===== src/rtl/core_sched_pkg.sv =====
// Shared defaults, state encoding and width helper for the core start scheduler.
package core_sched_pkg;

  localparam int unsigned DEF_N_CORES      = 4;
  localparam int unsigned DEF_N_CTX        = 2;
  localparam int unsigned DEF_N_SEQ        = 2;
  localparam int unsigned DEF_STAGGER      = 4;
  localparam int unsigned DEF_FRAME_CYCLES = 72;

  localparam logic [15:0] SKIP_MAX = '1;

  typedef enum logic {
    ST_IDLE,
    ST_RUN
  } sched_state_t;

  // Width needed to index n items; never narrower than one bit.
  function automatic int unsigned w_of(input int unsigned n);
    return (n <= 1) ? 1 : $clog2(n);
  endfunction

endpackage


===== src/rtl/core_sched_seq_mem.sv =====
// Per-core/per-context sequence counters: indexed read, increment at the same index.
module sched_seq_mem #(
  parameter int unsigned IDX_W = 3,
  parameter int unsigned SEQ_W = 1
) (
  input  logic             CLK,
  input  logic             RST,
  input  logic [IDX_W-1:0] rd_idx,
  input  logic             inc,
  output logic [SEQ_W-1:0] rd_seq
);

  localparam int unsigned DEPTH = 2 ** IDX_W;

  logic [SEQ_W-1:0] mem [DEPTH];

  always_ff @(posedge CLK or posedge RST) begin
    if (RST) begin
      for (int unsigned k = 0; k < DEPTH; k++) mem[k] <= '0;
    end else if (inc) begin
      mem[rd_idx] <= mem[rd_idx] + SEQ_W'(1);
    end
  end

  assign rd_seq = mem[rd_idx];

endmodule


===== src/rtl/core_sched.sv =====
// Staggered start scheduler: one slot per core per frame, contexts rotate per frame,
// starts issued only to ready contexts, skipped slots counted with saturation.
module core_sched
  import core_sched_pkg::*;
#(
  parameter int unsigned N_CORES      = DEF_N_CORES,
  parameter int unsigned N_CTX        = DEF_N_CTX,
  parameter int unsigned N_SEQ        = DEF_N_SEQ,
  parameter int unsigned STAGGER      = DEF_STAGGER,
  parameter int unsigned FRAME_CYCLES = DEF_FRAME_CYCLES,
  localparam int unsigned CTX_W       = $clog2(N_CTX),
  localparam int unsigned SEQ_W       = $clog2(N_SEQ)
) (
  input  logic                       CLK,
  input  logic                       RST,
  input  logic                       en,
  input  logic [N_CORES*N_CTX-1:0]   core_ready,
  input  logic                       stat_clr,
  output logic [N_CORES-1:0]         core_start,
  output logic [CTX_W-1:0]           start_ctx,
  output logic [SEQ_W-1:0]           start_seq,
  output logic                       idle,
  output logic [15:0]                skip_cnt
);

  localparam int unsigned CORE_W = w_of(N_CORES);
  localparam int unsigned CNT_W  = w_of(FRAME_CYCLES);
  localparam int unsigned IDX_W  = CORE_W + CTX_W;
  localparam logic [CNT_W-1:0] CNT_LAST = CNT_W'(FRAME_CYCLES - 1);

  sched_state_t      state, state_nx;
  logic [CNT_W-1:0]  cnt, cnt_nx;
  logic [CTX_W-1:0]  ctx, ctx_nx;
  logic              active, slot_hit, fire, skip;
  logic [CORE_W-1:0] slot_core;
  logic [IDX_W-1:0]  slot_idx;
  logic [SEQ_W-1:0]  seq_rd;
  logic [N_CORES-1:0] start_vec;

  // IDLE with en=1 already evaluates the cnt=0 slot, so no start-up gap cycle.
  always_comb begin
    state_nx  = state;
    cnt_nx    = cnt;
    ctx_nx    = ctx;
    active    = (state == ST_RUN) || en;
    slot_hit  = 1'b0;
    slot_core = '0;
    for (int unsigned i = 0; i < N_CORES; i++) begin
      if (cnt == CNT_W'(i * STAGGER)) begin
        slot_hit  = active;
        slot_core = CORE_W'(i);
      end
    end
    slot_idx  = {slot_core, ctx};
    fire      = slot_hit && core_ready[slot_idx];
    skip      = slot_hit && !core_ready[slot_idx];
    start_vec = fire ? (N_CORES'(1) << slot_core) : '0;
    if (active) begin
      if (cnt == CNT_LAST) begin
        cnt_nx   = '0;
        ctx_nx   = ctx + CTX_W'(1);
        state_nx = en ? ST_RUN : ST_IDLE;
      end else begin
        cnt_nx   = cnt + CNT_W'(1);
        state_nx = ST_RUN;
      end
    end
  end

  sched_seq_mem #(
    .IDX_W (IDX_W),
    .SEQ_W (SEQ_W)
  ) u_seq_mem (
    .CLK    (CLK),
    .RST    (RST),
    .rd_idx (slot_idx),
    .inc    (fire),
    .rd_seq (seq_rd)
  );

  always_ff @(posedge CLK or posedge RST) begin
    if (RST) begin
      state      <= ST_IDLE;
      cnt        <= '0;
      ctx        <= '0;
      core_start <= '0;
      start_ctx  <= '0;
      start_seq  <= '0;
      idle       <= 1'b1;
      skip_cnt   <= '0;
    end else begin
      state      <= state_nx;
      cnt        <= cnt_nx;
      ctx        <= ctx_nx;
      core_start <= start_vec;
      idle       <= (state_nx == ST_IDLE);
      if (fire) begin
        start_ctx <= ctx;
        start_seq <= seq_rd;
      end
      if (stat_clr)
        skip_cnt <= '0;
      else if (skip && skip_cnt != SKIP_MAX)
        skip_cnt <= skip_cnt + 16'd1;
    end
  end

endmodule

===== config.mk =====
export PLATFORM = sky130hd
export DESIGN_NAME = core_sched
export DESIGN_NICKNAME = d
export VERILOG_FILES = /design/src/rtl/core_sched_pkg.sv /design/src/rtl/core_sched_seq_mem.sv /design/src/rtl/core_sched.sv
export SDC_FILE = /design/constraint.sdc
export NUM_CORES = 1
export LEC_CHECK = 0
export CORE_AREA = 4 4 68 70
export CTS_CLUSTER_DIAMETER = 120
export DETAILED_ROUTE_END_ITERATION = 10
export DIE_AREA = 0 0 72 74
export GPL_TIMING_DRIVEN = 0
export PLACE_DENSITY = 0.82
export SYNTH_ARGS = -nofsm -noshare
export SYNTH_HDL_FRONTEND = slang
export SYNTH_SLANG_ARGS = --single-unit

===== constraint.sdc =====
create_clock -name CLK -period 6.4 [get_ports CLK]
set_clock_uncertainty 0.2 [all_clocks]
set_input_delay 1.92 -clock CLK [delete_from_list [all_inputs] [get_ports CLK]]
set_output_delay 1.92 -clock CLK [all_outputs]
set_load 0.005 [all_outputs]

# --- Word-level counts from Yosys, hierarchy flattened ---
# Cells that the tools add are included.
# Widths: inputs -> output; s select.
word_totals:
  register_bits: 40
  input_bits: 12
  out_inout_bits: 23
  word_cells: 62
op_classes:
  n_addsub: 4
  magnitude_cmp: 3
  eq_ne: 5
  shift: 1
  muxes: 22
  n_bitwise: 2
  reduce_logical: 9
ops:
  columns: ["cell", "count"]
  rows:
  - ["$mux 16", 2]
  - ["$add 16x1->16 const B", 1]
  - ["$ne 16x16->1 const B", 1]
  - ["$eq 7x4->1 const B", 2]
  - ["$mux 1", 12]
  - ["$bwmux 8", 1]
  - ["$add 7x1->7 const B", 1]
  - ["$eq 7x3->1 const B", 1]
  - ["$eq 7x7->1 const B", 1]
  - ["$logic_not 7->1", 1]
  - ["$mux 7", 1]
  - ["$bmux 1 s3", 2]
  - ["$ge 4x4->1 const B", 1]
  - ["$logic_and 1x1->1", 4]
  - ["$lt 3x4->1 const B", 1]
  - ["$lt 4x1->1 const B", 1]
  - ["$mux 2", 2]
  - ["$mux 4", 1]
  - ["$not 3->4", 1]
  - ["$shl 1x2->4 const A", 1]
  - ["$demux 1 s3", 1]
  - ["$add 1x1->1 const B", 2]
  - ["$reduce_and 2->1", 1]
  - ["$reduce_bool 2->1", 1]
  - ["other kinds (3)", 3]

# --- Longest topological paths before layout ---
# Gate-level depths: netlist (run 1).
logic_depth:
  depth_word: 11
  mapped_depth: 9
  depth_no_buf: 7

# --- By module ---
# A second synthesis (run 1) with hierarchy kept.
unflattened:
  hier_cells: 218
  hier_area_um2: 2218.4
by_module_without_submodules:
  columns: ["mod", "instances", "cells_per_inst", "area_per_inst_um2", "seq_area_each_um2"]
  rows:
  - ["core_sched", 1, 182, 1776.7, 802.0]
  - ["sched_seq_mem", 1, 36, 441.7, 200.2]

# --- Worst setup path before layout (run 1) ---
# No wires, ideal clock.
synth_path:
  path_kind: "in2reg"
  from: "input core_ready[7]"
  to: "register skip_cnt[15]"
  setup_time_ps: 125
  arrival_ps: 3368
  required_ps: 6075
  slack_ps: 2707
  cell_stages: 6
  n_path_buf: 1
  cell_sequence: "mux4_2 -> nand4b_1 -> o211ai_2 -> buf_6 -> nor4b_1 -> mux2_2"
synth_via:
  elab_chain_len: 6
synth_rtl:
  columns: ["element", "line", "rtl"]
  rows:
  - ["from (decl)", "core_sched.sv:17", "input logic [N_CORES*N_CTX-1:0] core_ready,"]
  - ["$bmux 1 s3", "core_sched.sv:56", "skip = slot_hit && !core_ready[slot_idx];"]
  - ["$mux 1 (implied by the code)", "core_sched.sv:56", null]
  - ["$logic_not 1->1", "core_sched.sv:56", null]
  - ["$logic_and 1x1->1", "core_sched.sv:56", null]
  - ["$logic_and 1x1->1", "core_sched.sv:103", "else if (skip && skip_cnt != SKIP_MAX)"]
  - ["$reduce_bool 2->1 (no line)", null, null]
  - ["to (signal assigned)", "core_sched.sv:104", "skip_cnt <= skip_cnt + 16'd1;"]
  - ["to (decl)", "core_sched.sv:23", "output logic [15:0] skip_cnt"]
# No other way between the ends. The select of a mux whose other input is x is not followed.
# A chain may end at the register's enable or synchronous reset.

# --- Worst setup path after layout (run 1) ---
layout_path:
  from: "input core_ready[7]"
  to: "register skip_cnt[4]"
# The elaborated chain is that of the path after synthesis.

==> results of run 1 <==
[placed cells by master (no fill, tap or decap), types with 4 or more instances in the layout]
master and n:
a21oi_1 13, buf_2 4, clkbuf_1 10, clkbuf_8 6, clkdlybuf4s50_1 34, dfrtp_1 39, inv_1 7, mux2_2 16
nand2_1 17, nand3_1 9, nand4_1 9, nor2_1 20, nor2b_1 6, nor3_1 8, o21ai_0 5, o31ai_1 6
or3_1 5, or4_1 6, xnor2_1 4
[state kept, by name, indices dropped and copies added, names as in the netlist, 4 cells and up]
| name | count |
|---|---|
| cnt | 7 |
| core_start | 4 |
| skip_cnt | 16 |
| u_seq_mem.mem | 8 |
[layout make-up]
class                      count  area [sq um]  area share
buffer                        14          72.6      0.0267
clock buffer                   8          90.1      0.0332
inverter                       8          30.0      0.0111
multi-input combinational    163          1120       0.412
sequential                    40          1000       0.369
tap                           50          62.6      0.0230
timing repair buffer          34           340       0.125
[cells in the mapped netlist (all sizes together) (3+ instances only)]
cell and number:
buf 6, o21ai 6, and4 3, o31ai 6, nor2 21, nor3 8
a21oi 13, nand4b 3, ha 3, inv 8, mux2 16, nor2b 6
nor4 3, dfrtp 39, nand2 17, or3 5, nand3 9, nand4 9
clkbuf 8, xnor2 4, or4 6
[routing by layer]
layer | wire, um | vias up
met3 | 281 | 9
met1 | 2280 | 960
met5 | 0 | -
met4 | 92 | 0
met2 | 2440 | 58
li1 | - | 899
[metrics by stage]
| stage | worst slack (ns) | power [mW] | cell area, sq um | cells | hold WS (ns) |
|---|---|---|---|---|---|
| 2_1_floorplan | 2.71 | 0.482 | 2220 | 225 | 0.242 |
| 3_3_place_gp | 2.17 | 0.540 | 2630 | 309 | 0.263 |
| 3_5_place_dp | 2.13 | 0.553 | 2630 | 309 | 0.294 |
| 4_1_cts | 2.45 | 0.725 | 2720 | 317 | 0.303 |
| 5_1_grt | 2.30 | 0.767 | 2720 | 317 | 0.313 |
| 6_report | 2.44 | 0.725 | 2720 | 317 | 0.299 |
[how the worst min path moves through the flow]
stage                                 from               end  depth (start not counted)
after floorplan           u_seq_mem.mem[7]  u_seq_mem.mem[7]                          1
after detailed placement  u_seq_mem.mem[7]  u_seq_mem.mem[7]                          1
after CTS                 u_seq_mem.mem[7]  u_seq_mem.mem[7]                          1
after global routing      u_seq_mem.mem[7]  u_seq_mem.mem[7]                          1
after global placement    u_seq_mem.mem[7]  u_seq_mem.mem[7]                          1
final                     u_seq_mem.mem[7]  u_seq_mem.mem[7]                          1
[critical path: cells and delay by family]
family	cells	cell delay, ns
and+or+nand+nor	1	0.12
AOI/OAI and AO/OA	3	0.48
buffers and inverters	3	0.93
muxes	1	0.46
[cell families (layout without fill, tap and decap cells)]
kind of cell	count (synthesis)	count (layout)	share of synthesized area
AND/OR/NAND/NOR	101	101	0.259
multiplexers	20	20	0.110
XOR/XNOR	6	6	0.0236
adder cells (fa/ha/maj)	3	3	0.0169
buffers and inverters	22	64	0.0462
AO/OA/AOI/OAI	33	33	0.0929
flip-flops	40	40	0.451
[where the power goes]
group	total [mW]	internal, mW	switching [mW]
combinational	0.232	0.0971	0.135
clock	0.174	0.0880	0.0865
sequential	0.318	0.288	0.0297
total	0.725	0.473	0.252
==> run metrics, run 1 <==
layer with the highest usage=met2; setup violators final=0; Unique masters post-synth=41; Synth area leaders=dfrtp_1 (44%), mux2_2 (8.1%), nor2_1 (3.4%), a21oi_1 (2.9%), nand2_1 (2.9%); CTS sink cnt=40; async set-reset flop share out of synthesis=1.00; clock latency on the worst-skew pair=0.29 ns; ANT nets after route=0; hold buffers post-CTS=0; via count=1,926; FMAX=252 MHz; Worst path max stage delay=0.46 ns; Worst Path Max Fanout=10; syn avg cell area=9.88 sq um; relative max-transition margin=0.450; Critical Path Sink Type=flip-flop; final hold vios=0; Seq/Total Area, Yosys=0.451; DRT Pass-1 Iters=6; GPL Wtd Cong=0.856; Setup TNS Final=0 ns; largest area contributor in the netlist=dfrtp_1; FP Rows=23; cell area after synthesis=0.00222 sq mm; min-delay worst type=reg -> reg; Yosys top cell area share=0.439; GR Util met3=0.0500; P&R area growth vs syn=22.2%; post_cts resized=0; final core utilization=0.684; R2R Path Start=cnt[0]; CP arrival=3.92 ns; crit path from=core_ready[7]; vias in the first global route=1,825; input/output buffers=34; Die Width=72 um; # diodes=0; Worst Setup EP=skip_cnt[4]; Root Driver=clkbuf_8; wire length per cell=16.1 um; reg2reg path depth=9; largest net degree at the start of global routing=41; Layout fillers=330; buffers inserted by post-CTS timing repair=0; met2 Usage GRT=0.329; Tot GR Track Use=0.203; Leak Pwr=1.08 nW; Pwr Density=267 mW/mm^2; initial drt markers=154; met1 Use GR=0.269; critical path startpoint category=input pin; Crit-path slowest cell=mux4_2; Detail Placement HPWL=3.62 mm; die footprint=0.00533 sq mm; die height=74 um; Yosys reg bits=40; first-pass GRT wire length=8.40 mm; CP required=6.35 ns; share of layout cells above drive strength 1=0.146; reg-to-reg setup timing slack=3.49 ns; worst r2r dst=u_seq_mem.mem[7]; final worst path period share=0.619; critical path type=in -> reg; Synth Warn #=0; Critical Path, Cell by Cell=clkdlybuf4s50_1 > mux4_2 > nand4b_1 > o211ai_2 > clkbuf_1 > buf_2 > o31ai_1 > a21oi_1; max-cap check violation count=0; CTS tree=yes; min cycle time layout=3.96 ns; EDFF count, synth=0; Placeable Area=0.00397 sq mm; unrepaired setup endpoints after global routing=false; initial cell density of the core=0.560; Peak VDD IR=169 uV; syn nets=240; Vias/cell=6.08; Mapped Cells=225; total CTS buffers=5; IO Count=35; Slew @ Worst Pin=0.823 ns; Routed WL=5.09 mm; Max clock buf depth=2; CTS clk-pin slew, worst paths=0.08 ns; drt drc=0; status=finished, final reports clean; initial antenna violation count=0; Final Slew Violations=0; gr ovfl total=0; H-Tree Level Count=2; ys flop type=dfrtp_1; Layout Nets=281
(Power assumes the default switching activity.)
==> run 2: changes to the inputs <==
CORE_AREA = 4 4 70 72   (was 4 4 68 70)
DIE_AREA = 0 0 74 76   (was 0 0 72 74)
PLACE_DENSITY = 0.77   (was 0.82)
clock period = 4.15 ns   (was 6.4 ns; I/O delays follow)
==> run metrics, run 2 (synthesis results as in run 1) <==
reg-to-reg setup timing slack=1.24 ns (-2.25 ns); drt drc=0 (unchanged); setup violators final=0 (unchanged); initial drt markers=168 (+9.1%); Pwr Density=406 mW/mm^2 (+52%); final hold vios=0 (unchanged); critical path type=in -> reg; total CTS buffers=5 (unchanged); CP required=4.13 ns (-2.22 ns); # diodes=0 (unchanged); Max clock buf depth=2 (unchanged); buffers inserted by post-CTS timing repair=0 (unchanged); Largest register FFs=16 (unchanged); Worst Setup EP=skip_cnt[3]; Pint=0.730 mW (+54%); Final Slew Violations=0 (unchanged); Critical Path, Cell by Cell=clkdlybuf4s50_1 > mux4_2 > nand4b_1 > o211ai_2 > clkbuf_1 > nor3_1 > mux2_2; Post-DP Area=0.00263 sq mm (about the same); CP delay by family, top=multiplexers; largest net degree at the start of global routing=41 (unchanged); unrepaired setup endpoints after global routing=false; Top reg by flops=skip_cnt; P&R area growth vs syn=22.3% (about the same); die height=76 um (+2.7%); Layout fillers=372 (+13%); Die Width=74 um (+2.8%); initial cell density of the core=0.517 (-0.0421); share of layout cells above drive strength 1=0.146 (unchanged); Placeable Area=0.00429 sq mm (+8.1%); ANT nets after route=0 (unchanged); clock latency on the worst-skew pair=0.29 ns (about the same); Slew @ Worst Pin=0.796 ns (-0.0266 ns); die footprint=0.00562 sq mm (+5.6%); CTS sink cnt=40 (unchanged); Psw=0.374 mW (+49%); Critical Path Sink Type=flip-flop; crit path from=core_ready[7]; Worst Path Max Fanout=10 (unchanged); Final WS setup=0.865 ns (-1.57 ns); Switching Share=0.339 (-0.00804); Tot GR Track Use=0.190 (-0.0132); relative max-transition margin=0.468 (+0.0178); H-Tree Level Count=2 (unchanged); Worst path max stage delay=0.47 ns (about the same); Root Driver=clkbuf_8; IO Count=35 (unchanged); via count=1,832 (-4.9%); Reg power frac=0.441 (+0.002); R2R Path Start=cnt[0]; hold buffers post-CTS=0 (unchanged); dpl ws=0.567 ns (-1.56 ns); Setup TNS Final=0 ns (unchanged); Clock power frac=0.240 (about the same); Crit-path slowest cell=mux4_2; input/output buffers=34 (unchanged); Peak VDD IR=205 uV (+21%); status=finished, final reports clean; max-cap check violation count=0 (unchanged); WP depth=7 (-1); reg2reg path depth=9 (unchanged); initial antenna violation count=0 (unchanged); most frequent cells in the layout=dfrtp_1 (39), clkdlybuf4s50_1 (34), nor2_1 (20); min-delay worst type=reg -> reg; min cycle time layout=3.28 ns; DRT Pass-1 Iters=4 (-2); Final Instance Area=0.00272 sq mm (about the same); Layout Nets=281 (unchanged); Worst Hold Depth=1 (unchanged); critical path startpoint category=input pin; Largest regs=skip_cnt: 16 flops, u_seq_mem.mem: 8 flops, cnt: 7 flops; CP arrival=3.27 ns (-0.65 ns); Vias/cell=5.74 (-5.5%); final worst path period share=0.791; commonest non-fill, non-tap cell in the layout=dfrtp_1; FP Rows=24 (+4.3%); Gate power share=0.319 (-0.002); wire length per cell=14.7 um (-8.5%); Bufs and invs on worst path=2 (-1); worst r2r dst=u_seq_mem.mem[7]; CTS tree=yes; gr ovfl total=0 (unchanged); Detail Placement HPWL=3.37 mm (-6.7%); FMAX=304 MHz; post_cts resized=0 (unchanged); Routed WL=4.68 mm (-8.0%); Leak Pwr=1.08 nW (unchanged); CTS clk-pin slew, worst paths=0.07 ns (about the same); vias in the first global route=1,778 (-2.6%); first-pass GRT wire length=8.45 mm (+0.57%); GPL Wtd Cong=0.885 (+3.5%)
[run 2: how the worst min path moves through the flow]
stage / start / to / slack, ns
floorplan: u_seq_mem.mem[7] / u_seq_mem.mem[7] / 0.24
global placement: u_seq_mem.mem[7] / u_seq_mem.mem[7] / 0.26
detailed placement: u_seq_mem.mem[7] / u_seq_mem.mem[7] / 0.27
CTS: u_seq_mem.mem[7] / u_seq_mem.mem[7] / 0.28
global route: u_seq_mem.mem[7] / u_seq_mem.mem[7] / 0.31
finish: u_seq_mem.mem[7] / u_seq_mem.mem[7] / 0.27
[run 2: final cells by class]
type / instances / area, sq um / area share
multi-input combinational: 163 / 1120 / 0.411
sequential: 40 / 1000 / 0.369
timing repair buffer: 34 / 340 / 0.125
clock buffer: 8 / 90.1 / 0.0331
buffer: 14 / 72.6 / 0.0267
tap: 52 / 65.1 / 0.0239
inverter: 8 / 30.0 / 0.0110
[run 2: through the flow]
| stage | utilization | hold WS, ns | std cells | total power, mW |
|---|---|---|---|---|
| after floorplan | - | 0.242 | 225 | 0.743 |
| after global placement | 0.612 | 0.262 | 311 | 0.837 |
| after detailed placement | 0.612 | 0.266 | 311 | 0.844 |
| after CTS | 0.633 | 0.277 | 319 | 1.11 |
| after global routing | 0.633 | 0.313 | 319 | 1.18 |
| final | 0.633 | 0.273 | 319 | 1.10 |
[run 2: power groups by stage]
| stage | Sequential, mW | Combinational, mW | Clock (mW) |
|---|---|---|---|
| 6_report | 0.487 | 0.352 | 0.265 |
| 5_1_grt | 0.494 | 0.392 | 0.290 |
| 4_1_cts | 0.486 | 0.352 | 0.271 |
| 3_5_place_dp | 0.494 | 0.350 | 0 |
| 3_3_place_gp | 0.493 | 0.344 | 0 |
| 2_1_floorplan | 0.486 | 0.257 | 0 |
[run 2: worst register-to-register path, cell delays in order, from the launching register on]
cell	delay, ns
dfrtp_1	0.42
inv_1	0.08
ha_1	0.18
nor3b_1	0.37
nand3_1	0.26
o211ai_2	0.26
clkbuf_1	0.43
buf_2	0.32
nand4b_1	0.14
xnor2_1	0.15
[run 2: per-layer routing]
metal	share of wire	up-vias	track usage
met5	0	-	0
met4	0.013	0	0.0525
met3	0.045	7	0.0567
met2	0.47	45	0.278
met1	0.48	885	0.270
li1	-	895	-
==> run 3: changes to the inputs <==
CORE_AREA = 4 4 74 76   (was 4 4 70 72)
DIE_AREA = 0 0 78 80   (was 0 0 74 76)
PLACE_DENSITY = 0.73   (was 0.77)
clock period = 2.9 ns   (was 4.15 ns; I/O delays follow)
==> run metrics, run 3 (synthesis results as in run 1) <==
ANT nets after route=0 (unchanged); die height=80 um (+5.3%); CTS tree=yes; # diodes=0 (unchanged); min-delay worst type=reg -> reg; H-Tree Level Count=2 (unchanged); Gate power share=0.315 (-0.004); Layout fillers=425 (+14%); FMAX=356 MHz; Leak Pwr=1.09 nW (+1.1%); CP required=2.88 ns (-1.25 ns); largest net degree at the start of global routing=41 (unchanged); Tot GR Track Use=0.184 (-0.00589); max-cap check violation count=0 (unchanged); Vias/cell=5.66 (-1.5%); first-pass GRT wire length=9.16 mm (+8.4%); Clock power frac=0.252 (+0.012); Pwr Density=585 mW/mm^2 (+44%); share of layout cells above drive strength 1=0.169 (+0.0225); commonest non-fill, non-tap cell in the layout=dfrtp_1; IO Count=35 (unchanged); setup violators final=0 (unchanged); drt drc=0 (unchanged); hold buffers post-CTS=0 (unchanged); Design Power=1.62 mW (+47%); final worst path period share=0.969; Placeable Area=0.00472 sq mm (+10%); critical path startpoint category=input pin; Top reg by flops=skip_cnt; Detail Placement HPWL=3.58 mm (+6.3%); Max clock buf depth=2 (unchanged); Largest regs=skip_cnt: 16 flops, u_seq_mem.mem: 8 flops, cnt: 7 flops; Pint=1.07 mW (+47%); most frequent cells in the layout=dfrtp_1 (39), clkdlybuf4s50_1 (34), nor2_1 (19); initial cell density of the core=0.470 (-0.0470); Setup TNS Final=0 ns (unchanged); clock latency on the worst-skew pair=0.29 ns (about the same); Die Width=78 um (+5.4%); input/output buffers=34 (unchanged); Final Slew Violations=0 (unchanged); Switching Share=0.339 (about the same); gr ovfl total=0 (unchanged); final hold vios=0 (unchanged); Layout Cells excl Fill=334 (+4.7%); die footprint=0.00624 sq mm (+11%); CTS clk-pin slew, worst paths=0.08 ns (about the same); Routed WL=5.09 mm (+8.7%); vias in the first global route=1,927 (+8.4%); CTS sink cnt=40 (unchanged); Critical Path Sink Type=flip-flop; GPL Wtd Cong=0.879 (-0.67%); min cycle time layout=2.81 ns; via count=1,890 (+3.2%); Root Driver=clkbuf_8; status=finished, final reports clean; unrepaired setup endpoints after global routing=true; GR Util met3=0.0327 (-0.0240); placed instance count=326 (+4.8%); Largest register FFs=16 (unchanged); area of the multi-input gates=0.00114 sq mm (+1.8%); Layout Nets=281 (unchanged); initial antenna violation count=0 (unchanged); FP Rows=25 (+4.2%); Slew @ Worst Pin=0.825 ns (+0.0287 ns); Register Area=0.00100 sq mm (unchanged); DRT Pass-1 Iters=4 (unchanged); total CTS buffers=5 (unchanged); P&R area growth vs syn=24.7%; initial drt markers=174 (+3.6%); critical path type=in -> reg; met1 Use GR=0.256 (-0.0142); met2 Usage GRT=0.283 (+0.00502); Peak VDD IR=291 uV (+42%); Psw=0.549 mW (+47%); Reg power frac=0.433 (-0.008); CP arrival=2.79 ns (-0.48 ns); reg-to-reg setup timing slack=0.25 ns (-0.99 ns); relative max-transition margin=0.449 (-0.0192); wire length per cell=15.2 um (+3.8%); layer with the highest usage=met2; Worst Path Max Fanout=10 (unchanged)
==> run 3: final cells by class <==
type,count,area share
well taps,67,0.0303
clock buffers,8,0.0361
inverters,8,0.0108
flip-flops and latches,40,0.362
repair buffers,34,0.123
plain buffers,14,0.0276
multi-input cells,163,0.411
==> run 3: power by group through the flow <==
stage | sequential (mW) | clock [mW] | combinational [mW]
2_1_floorplan | 0.696 | 0 | 0.368
3_3_place_gp | 0.707 | 0 | 0.495
3_5_place_dp | 0.710 | 0 | 0.505
4_1_cts | 0.699 | 0.417 | 0.507
5_1_grt | 0.713 | 0.443 | 0.581
6_report | 0.701 | 0.408 | 0.511
==> run 3: timing repair <==
action,CTS,global route
buffers inserted,0,0
endpoints found under the hold margin,0,0
gates resized for setup,1,7
setup endpoints to repair,5,12
==> run 3: critical path: stages <==
cell and delay [ns]:
clkdlybuf4s50_1 0.39, mux4_2 0.47, nand4b_1 0.13, o211ai_2 0.11, buf_6 0.16, nor4_2 0.30, mux2_2 0.36
==> run 3: routing by layer <==
layer / share of wire / vias up
met1: 0.46 / 925
met4: 0.012 / 0
met2: 0.48 / 58
met3: 0.053 / 6
li1: - / 901
met5: 0 / -
==> run 3: path summary, 6_finish.rpt <==
check / from / end / depth (start not counted)
max: core_ready[7] / skip_cnt[5] / 7
max in group asynchronous: RST / u_seq_mem.mem[4] / 2
min reg2reg: u_seq_mem.mem[7] / u_seq_mem.mem[7] / 1
min in group asynchronous: RST / skip_cnt[11] / 2
min: u_seq_mem.mem[7] / u_seq_mem.mem[7] / 1
max reg2reg: cnt[0] / skip_cnt[12] / 8
==> run 3: stage by stage <==
step           utilization  cell area (sq um)  setup WS [ns]  hold slack [ns]
2_1_floorplan            -               2220          0.257            0.242
3_3_place_gp         0.560               2650         -0.304            0.260
3_5_place_dp         0.560               2650         -0.351            0.264
4_1_cts              0.582               2750         0.0449            0.278
5_1_grt              0.586               2770       0.000842            0.311
6_report             0.586               2770         0.0909            0.273
